### src/rtl/line_buffer_feeder.sv
// Write-side sequencer for the back-projection line buffer.
// Takes filtered samples over a valid/ready stream and drives the buffer's
// shift_in/enable pair. After each line it appends zero padding to flush the
// tap chain. It flags when the first sample has reached the last tap, and it
// pulses done once per line.
module line_buffer_feeder #(
  parameter int pNoTaps     = 4,
  parameter int pTapsWidth  = 3,
  parameter int pDataLength = 16,
  parameter int pLineLength = pNoTaps * pTapsWidth,
  parameter int pPadLength  = pTapsWidth
) (
  input  logic                   clk,
  input  logic                   reset_n,
  input  logic                   start,
  input  logic [pDataLength-1:0] in_data,
  input  logic                   in_valid,
  output logic                   in_ready,
  input  logic                   hold,
  output logic [pDataLength-1:0] shift_out,
  output logic                   shift_enable,
  output logic                   primed,
  output logic                   busy,
  output logic                   done
);

  localparam int pPrimeCount = (pNoTaps - 1) * pTapsWidth + 1;
  localparam int kCountWidth = $clog2(pLineLength + pPadLength + 1);

  // Counter values seen while the last data shift, the last pad shift and the
  // priming shift are being issued. The counter still holds the pre-increment
  // value at that point.
  localparam logic [kCountWidth-1:0] kLastData  = kCountWidth'(pLineLength - 1);
  localparam logic [kCountWidth-1:0] kLastShift = kCountWidth'(pLineLength + pPadLength - 1);
  localparam logic [kCountWidth-1:0] kPrimeIdx  = kCountWidth'(pPrimeCount - 1);

  typedef enum logic [1:0] {
    IDLE   = 2'd0,
    STREAM = 2'd1,
    PAD    = 2'd2,
    DONE   = 2'd3
  } state_e;

  state_e                 state_q, state_d;
  logic [kCountWidth-1:0] count_q, count_d;
  logic [pDataLength-1:0] shiftData_q, shiftData_d;
  logic                   shiftEn_q, shiftEn_d;
  logic                   primed_q, primed_d;

  logic                   accept;
  logic                   issue;
  logic [pDataLength-1:0] issueData;

  // hold gates acceptance directly, so no sample is taken while a stall is
  // pending. The sample is accepted the same cycle hold drops.
  assign in_ready = (state_q == STREAM) && !hold;
  assign accept   = in_valid && in_ready;

  assign shift_out    = shiftData_q;
  assign shift_enable = shiftEn_q;
  assign primed       = primed_q;
  assign busy         = (state_q != IDLE);
  assign done         = (state_q == DONE);

  // Next-state logic: sequence the line, issue shifts and track priming.
  always_comb begin
    state_d     = state_q;
    count_d     = count_q;
    shiftData_d = shiftData_q;
    primed_d    = primed_q;
    issue       = 1'b0;
    issueData   = '0;

    case (state_q)
      IDLE: begin
        if (start) begin
          count_d  = '0;
          primed_d = 1'b0;
          state_d  = STREAM;
        end
      end
      STREAM: begin
        if (accept) begin
          issue     = 1'b1;
          issueData = in_data;
          if (count_q == kLastData) begin
            state_d = PAD;
          end
        end
      end
      PAD: begin
        if (!hold) begin
          issue     = 1'b1;
          issueData = '0;
          if (count_q == kLastShift) begin
            state_d = DONE;
          end
        end
      end
      DONE: begin
        state_d = IDLE;
      end
      default: begin
        state_d = IDLE;
      end
    endcase

    if (issue) begin
      count_d     = count_q + kCountWidth'(1);
      shiftData_d = issueData;
      if (count_q >= kPrimeIdx) begin
        primed_d = 1'b1;
      end
    end

    shiftEn_d = issue;
  end

  // State and output registers; reset abandons any line in progress.
  always_ff @(posedge clk or negedge reset_n) begin
    if (!reset_n) begin
      state_q     <= IDLE;
      count_q     <= '0;
      shiftData_q <= '0;
      shiftEn_q   <= 1'b0;
      primed_q    <= 1'b0;
    end else begin
      state_q     <= state_d;
      count_q     <= count_d;
      shiftData_q <= shiftData_d;
      shiftEn_q   <= shiftEn_d;
      primed_q    <= primed_d;
    end
  end

endmodule
### config.mk
export PLATFORM = sky130hd
export DESIGN_NAME = line_buffer_feeder
export DESIGN_NICKNAME = d
export VERILOG_FILES = /design/src/rtl/line_buffer_feeder.sv
export SDC_FILE = /design/constraint.sdc
export NUM_CORES = 1
export LEC_CHECK = 0
export CELL_PAD_IN_SITES_DETAIL_PLACEMENT = 1
export CELL_PAD_IN_SITES_GLOBAL_PLACEMENT = 1
export CORE_ASPECT_RATIO = 1.4
export CORE_MARGIN = 1.5
export CORE_UTILIZATION = 29
export DETAILED_ROUTE_END_ITERATION = 7
export PLACE_DENSITY = 0.82
export SLEW_MARGIN = 20
export SYNTH_ARGS = -nofsm -noshare
export SYNTH_HDL_FRONTEND = slang
export SYNTH_SLANG_ARGS = --single-unit
### constraint.sdc
create_clock -name clk -period 1.6 [get_ports clk]
set_input_delay 0.48 -clock clk [delete_from_list [all_inputs] [get_ports clk]]
set_output_delay 0.48 -clock clk [all_outputs]
set_load 0.05 [all_outputs]
# Word level (Yosys, flattened, before mapping)
# Index checks and enable logic that the tools add are counted.
dict set report totals {
  in_bits 21
  regBits 24
}
dict set report classes {
  mux 18
  addsub 1
  reduce_logical 9
  n_eq_ne 10
  n_lt_le_gt_ge 1
}
# cell count
set ops {}
lappend ops {{$mux W16} 2}
lappend ops {{$mux W4} 3}
lappend ops {{$mux W2} 5}
lappend ops {{$eq A4 B4 Y1 const B} 2}
lappend ops {{$ne A2 B2 Y1 const B} 4}
lappend ops {{$pmux W2 S4} 1}
lappend ops {{$mux W1} 6}
lappend ops {{$reduce_bool A2 Y1} 3}
lappend ops {{$reduce_and A5 Y1} 1}
lappend ops {{$add A4 B1 Y4 const B} 1}
lappend ops {{$eq A2 B2 Y1 const B} 2}
lappend ops {{$ge A4 B4 Y1 const B} 1}
lappend ops {{$eq A2 B1 Y1 const B} 1}
lappend ops {{$logic_and A1 B1 Y1} 2}
lappend ops {{$logic_not A2 Y1} 1}
lappend ops {{$ne A2 B1 Y1 const B} 1}
lappend ops {{$pmux W1 S2} 1}
lappend ops {{$reduce_and A2 Y1} 1}
lappend ops {{$logic_not A1 Y1} 1}

# Depth between registers and ports, before layout
# Gate-level depths: netlist (run 1).
dict set report logic_depth {
  word_depth 7
  mapped_depth 7
}

# Least setup slack after synthesis (run 1)
# Ideal clock, no wire load.
dict set report synth_timing {
  kind {register to register}
  from {register state_q[1]}
  to {register shiftData_q[0] (netlist: shift_out[0])}
  synth_period_minus_slack_ps 2175
  stages_incl_launch_ff 8
  n_path_buf 2
  slack_ps -575
  required_time_ps 1533
  t_arrival_ps 2108
  cell_sequence {dfrtp_1 inv_1 ha_1 nor2b_1 and3_1 clkbuf_2 buf_2 a22o_1}
}
dict set report synth_via {
  elab_chain_cells 5
  elab_cells_between_ends 8
  classes_between {2 x eq/ne; 4 x mux; 2 x reduce/logical}
}
# item line_no
set synth_rtl {}
lappend synth_rtl {{start, declared} 44} ;# state_e state_q, state_d;
lappend synth_rtl {{start signal, assigned} 128} ;# state_q <= state_d;
lappend synth_rtl {{$eq A2 B1 Y1 *} 56} ;# assign in_ready = (state_q == STREAM) && !hold;
lappend synth_rtl {{$logic_and A1 B1 Y1 *} 56}
lappend synth_rtl {{net in_ready} 18} ;# output logic in_ready,
lappend synth_rtl {{$logic_and A1 B1 Y1 *} 57} ;# assign accept = in_valid && in_ready;
lappend synth_rtl {{$mux W1 / $mux W16 (equally long branches)} 83} ;# if (accept) begin
lappend synth_rtl {{$pmux W1 S2 / $mux W16 (equally long branches)} n/a}
lappend synth_rtl {{end signal, assigned} 130} ;# shiftData_q <= shiftData_d;
lappend synth_rtl {{end, declared} 46} ;# logic [pDataLength-1:0] shiftData_q, shiftData_d;
# The timed path passes the listed nets; every way through them passes the cells marked *.
# A chain may end at the register's enable or synchronous reset.

# Worst setup path after layout (run 1)
dict set report layout_timing {
  from {register count_q[0]}
  to {register state_q[1]}
}
dict set report layout_via {
  elab_chain_cells 3
  elab_cells_between_ends 5
  classes_between {4 x eq/ne; 1 x reduce/logical}
}
# item line_no
set layout_rtl {}
lappend layout_rtl {{start, declared} 45} ;# logic [kCountWidth-1:0] count_q, count_d;
lappend layout_rtl {{start signal, assigned} 129} ;# count_q <= count_d;
lappend layout_rtl {{$eq A4 B4 Y1, on equally long branches} {95, 86}}
lappend layout_rtl {{$ne A2 B2 Y1 (no line) / $ne A2 B1 Y1 (equally long branches)} n/a}
lappend layout_rtl {{$reduce_and A5 Y1 (no line) *} n/a}
# Mark *: on every way between the ends. The rest lies on a longest branch, timed or not.

==> metrics.csv, run 1 <==
stage,metric,value,unit
logic_synthesis,average size of a mapped cell,12.3,sq um
critical_path,Crit. End Element,flop,
run,MaxCap Viol Count,0,
sta,Final Max Slew Viols,0,
sta,final hold violation count,0,
layout,Layout area overhead,97.1,%
pwr,Pwr Density,2070,nW/um^2
floorplanning,Die Ht,74.8,um
sta,RSZ-0062 raised after global routing,yes,
status,status,finished with violations,
logic_synthesis,"FF+latch count, synth",24,
place,gpl congestion,0.786,
sta,Layout Skew,0.00387,ns
place,PortBufs,41,
floorplanning,die width,54.3,um
drt,initial DRC count,34,
clocking,clock slew at reported path FFs,0.08,ns
floorplanning,# rows,25,
drt,Avg WL per Cell,21.1,um
logic_synthesis,post-synthesis cell type count,26,
sta,Final setup viols,24,
pwr,maximum vdd ir drop,1470,uV
drt,vias,1020,
drt,final WL,4070,um
global_route,vias in the first global route,1164,
logic_synthesis,register area share after synthesis,56.2,%
sta,Final period util,121,%
layout,Nets,184,
floorplanning,IO Count,42,
floorplanning,Initial Util,31.1,%
global_route,first-pass GRT wire length,5730,um
logic_synthesis,Post-Syn Instances,87,
logic_synthesis,syn_nets,116,
status,violated checks,negative setup slack,
global_route,maximum number of pins on one net before global-route repair,25,
layout,most frequent cells in the layout,"dfrtp_1 (23), buf_12 (23), buf_4 (19)",
drt,drt first pass iters,4,
clocking,CTS tree,done,
place,Post-Place Cells,177,
sta,fin crit period,1.93,ns
global_route,initial antenna violation count,0,
critical_path,critical setup path kind,flop to flop,
sta,relative slew slack,65.5,%
clocking,Root Driver,clkbuf_8,
critical_path,worst path required time,1.74,ns
clocking,total clock sinks,24,
critical_path,Worst Path Arrival,2.08,ns
clocking,H-tree level count,1,
worst_hold_path,Tightest Hold Check Type,input port to async pin,
drt,DRC,0,
floorplanning,core area,3440,sq um
global_route,GR Util All Layers,19.8,%
drt,Via density,5.28,
layout,Inserted Diodes,0,
drt,Final ANT Viol Nets,0,
sta,FMAX,517,MHz
clocking,CTS buffer count,3,
clocking,Worst-Skew Late Latency,0.26,ns
layout,Layout Cells excl Fill,193,
sta,worst slew pin tran,0.517,ns
place,placed wire-length estimate,2430,um
clocking,clock tree buffer depth,2,
global_route,total gr overflow,0,
critical_path,CP max FO,2,
pwr,Total Power,4.35,mW
logic_synthesis,post-synth top area cell,dfrtp_1,
floorplanning,die area,4060,sq um
clocking,# hold bufs at CTS,0,
logic_synthesis,cell area after synthesis,1070,sq um
logic_synthesis,top cell type's share of synthesized area,56.2,%
layout,share of cells above drive strength 1,49.0,%
critical_path,Startpoint Class,flop,
pwr,Pleak,0.955,nW
logic_synthesis,yosys warns,0,
sta,slack of the critical path,-0.333,ns
logic_synthesis,synth top area cells,"dfrtp_1 (56%), a22o_1 (13%), ha_1 (9.4%)",
-- Yosys cell counts --
master     number
and3_1          1
nand3_1         2
nand4b_1        2
nor2b_2         1
o21ai_0         2
ha_1            8
buf_2           1
xor2_1          1
inv_1           7
a22o_2          1
a222oi_1        1
dfrtp_1        24
nor2_1          3
a22o_1         16
a21oi_1         1
or2_2           1
nor2b_1         1
mux2_1          1
a31o_2          1
a32o_1          1
mux2i_1         1
nand2b_1        1
clkbuf_2        1
clkbuf_1        2
nand2_1         5
a2bb2oi_1       1
-- critical path: stages, from the launching register on --
cell and delay, ns:
dfrtp_1 0.37, ha_2 0.20, nor2b_4 0.17, nand4b_1 0.18, a222oi_1 0.51, mux2_1 0.39
-- metal layers --
layer / track usage (%) / part of all wire (%)
met1: 21.0 / 33
met2: 36.1 / 61
met3: 2.78 / 3.7
met4: 11.1 / 3.1
met5: 0 / 0
-- report_power, final --
group | switching [mW] | total [mW] | internal, mW
Sequential | 0.227 | 1.03 | 0.808
Combinational | 1.45 | 2.96 | 1.51
Clock | 0.187 | 0.355 | 0.168
-- stage by stage --
stage               utilization [%]  hold slack, ns  setup WS (ns)  setup TNS, ns  cell area, sq um
finish                         61.2           0.577         -0.333          -2.14              2110
global route                   61.2           0.604         -0.405          -3.11              2110
CTS                            57.7           0.580         -0.148         -0.711              1980
detailed placement             53.6           0.555         -0.455          -7.75              1840
global placement               53.6           0.549         -0.349          -5.25              1840
floorplan                         -           0.184        -0.0316         -0.221              1120
-- kinds of logic (layout without fill, tap and decap cells) --
group | Yosys count | count (layout) | synth area share [%]
AO/OA/AOI/OAI | 24 | 24 | 19.0
flip-flops | 24 | 24 | 56.2
AND/OR/NAND/NOR | 17 | 20 | 8.55
buffers and inverters | 11 | 74 | 4.10
adder cells (fa/ha/maj) | 8 | 8 | 9.37
multiplexers | 2 | 2 | 1.99
XOR/XNOR | 1 | 1 | 0.820
-- worst paths after layout --
kind	start	to	slack, ns	depth (start not counted)
worst max register to register	count_q[0]	state_q[1]	-0.33	5
worst min-delay path	reset_n	shift_out[15]	0.58	2
min in group clk	shift_out[4]	shift_out[4]	0.58	1
worst max-delay path	count_q[0]	state_q[1]	-0.33	5
max in group asynchronous	reset_n	state_q[0]	0.76	2
worst min register to register	shift_out[4]	shift_out[4]	0.58	1
-- cell type report --
cell class / count / area [sq um]
clock buffers: 3 / 41.3
multi-input cells: 55 / 561
inverters: 7 / 28.8
well taps: 40 / 50.0
repair buffers: 64 / 823
fillers: 327 / 1340
flip-flops and latches: 24 / 602
-- flip-flops by register name, indices dropped and copies added (netlist names) --
name / cells
shift_out: 16
count_q: 4
state_q: 2
primed: 1
shift_enable: 1
-- repair_timing --
item,in CTS,in global routing
cloned,3,0
pin swaps,17,13
gates resized for setup,19,16
buffers inserted,4,6
endpoints found under the setup margin,26,26
(Power assumes the default switching activity.)
==> run 2: changes to the inputs <==
- CTS_CLUSTER_DIAMETER: not set -> 50
==> results of run 2 <==
Final layout, timing and power as in run 1 (identical DEF).
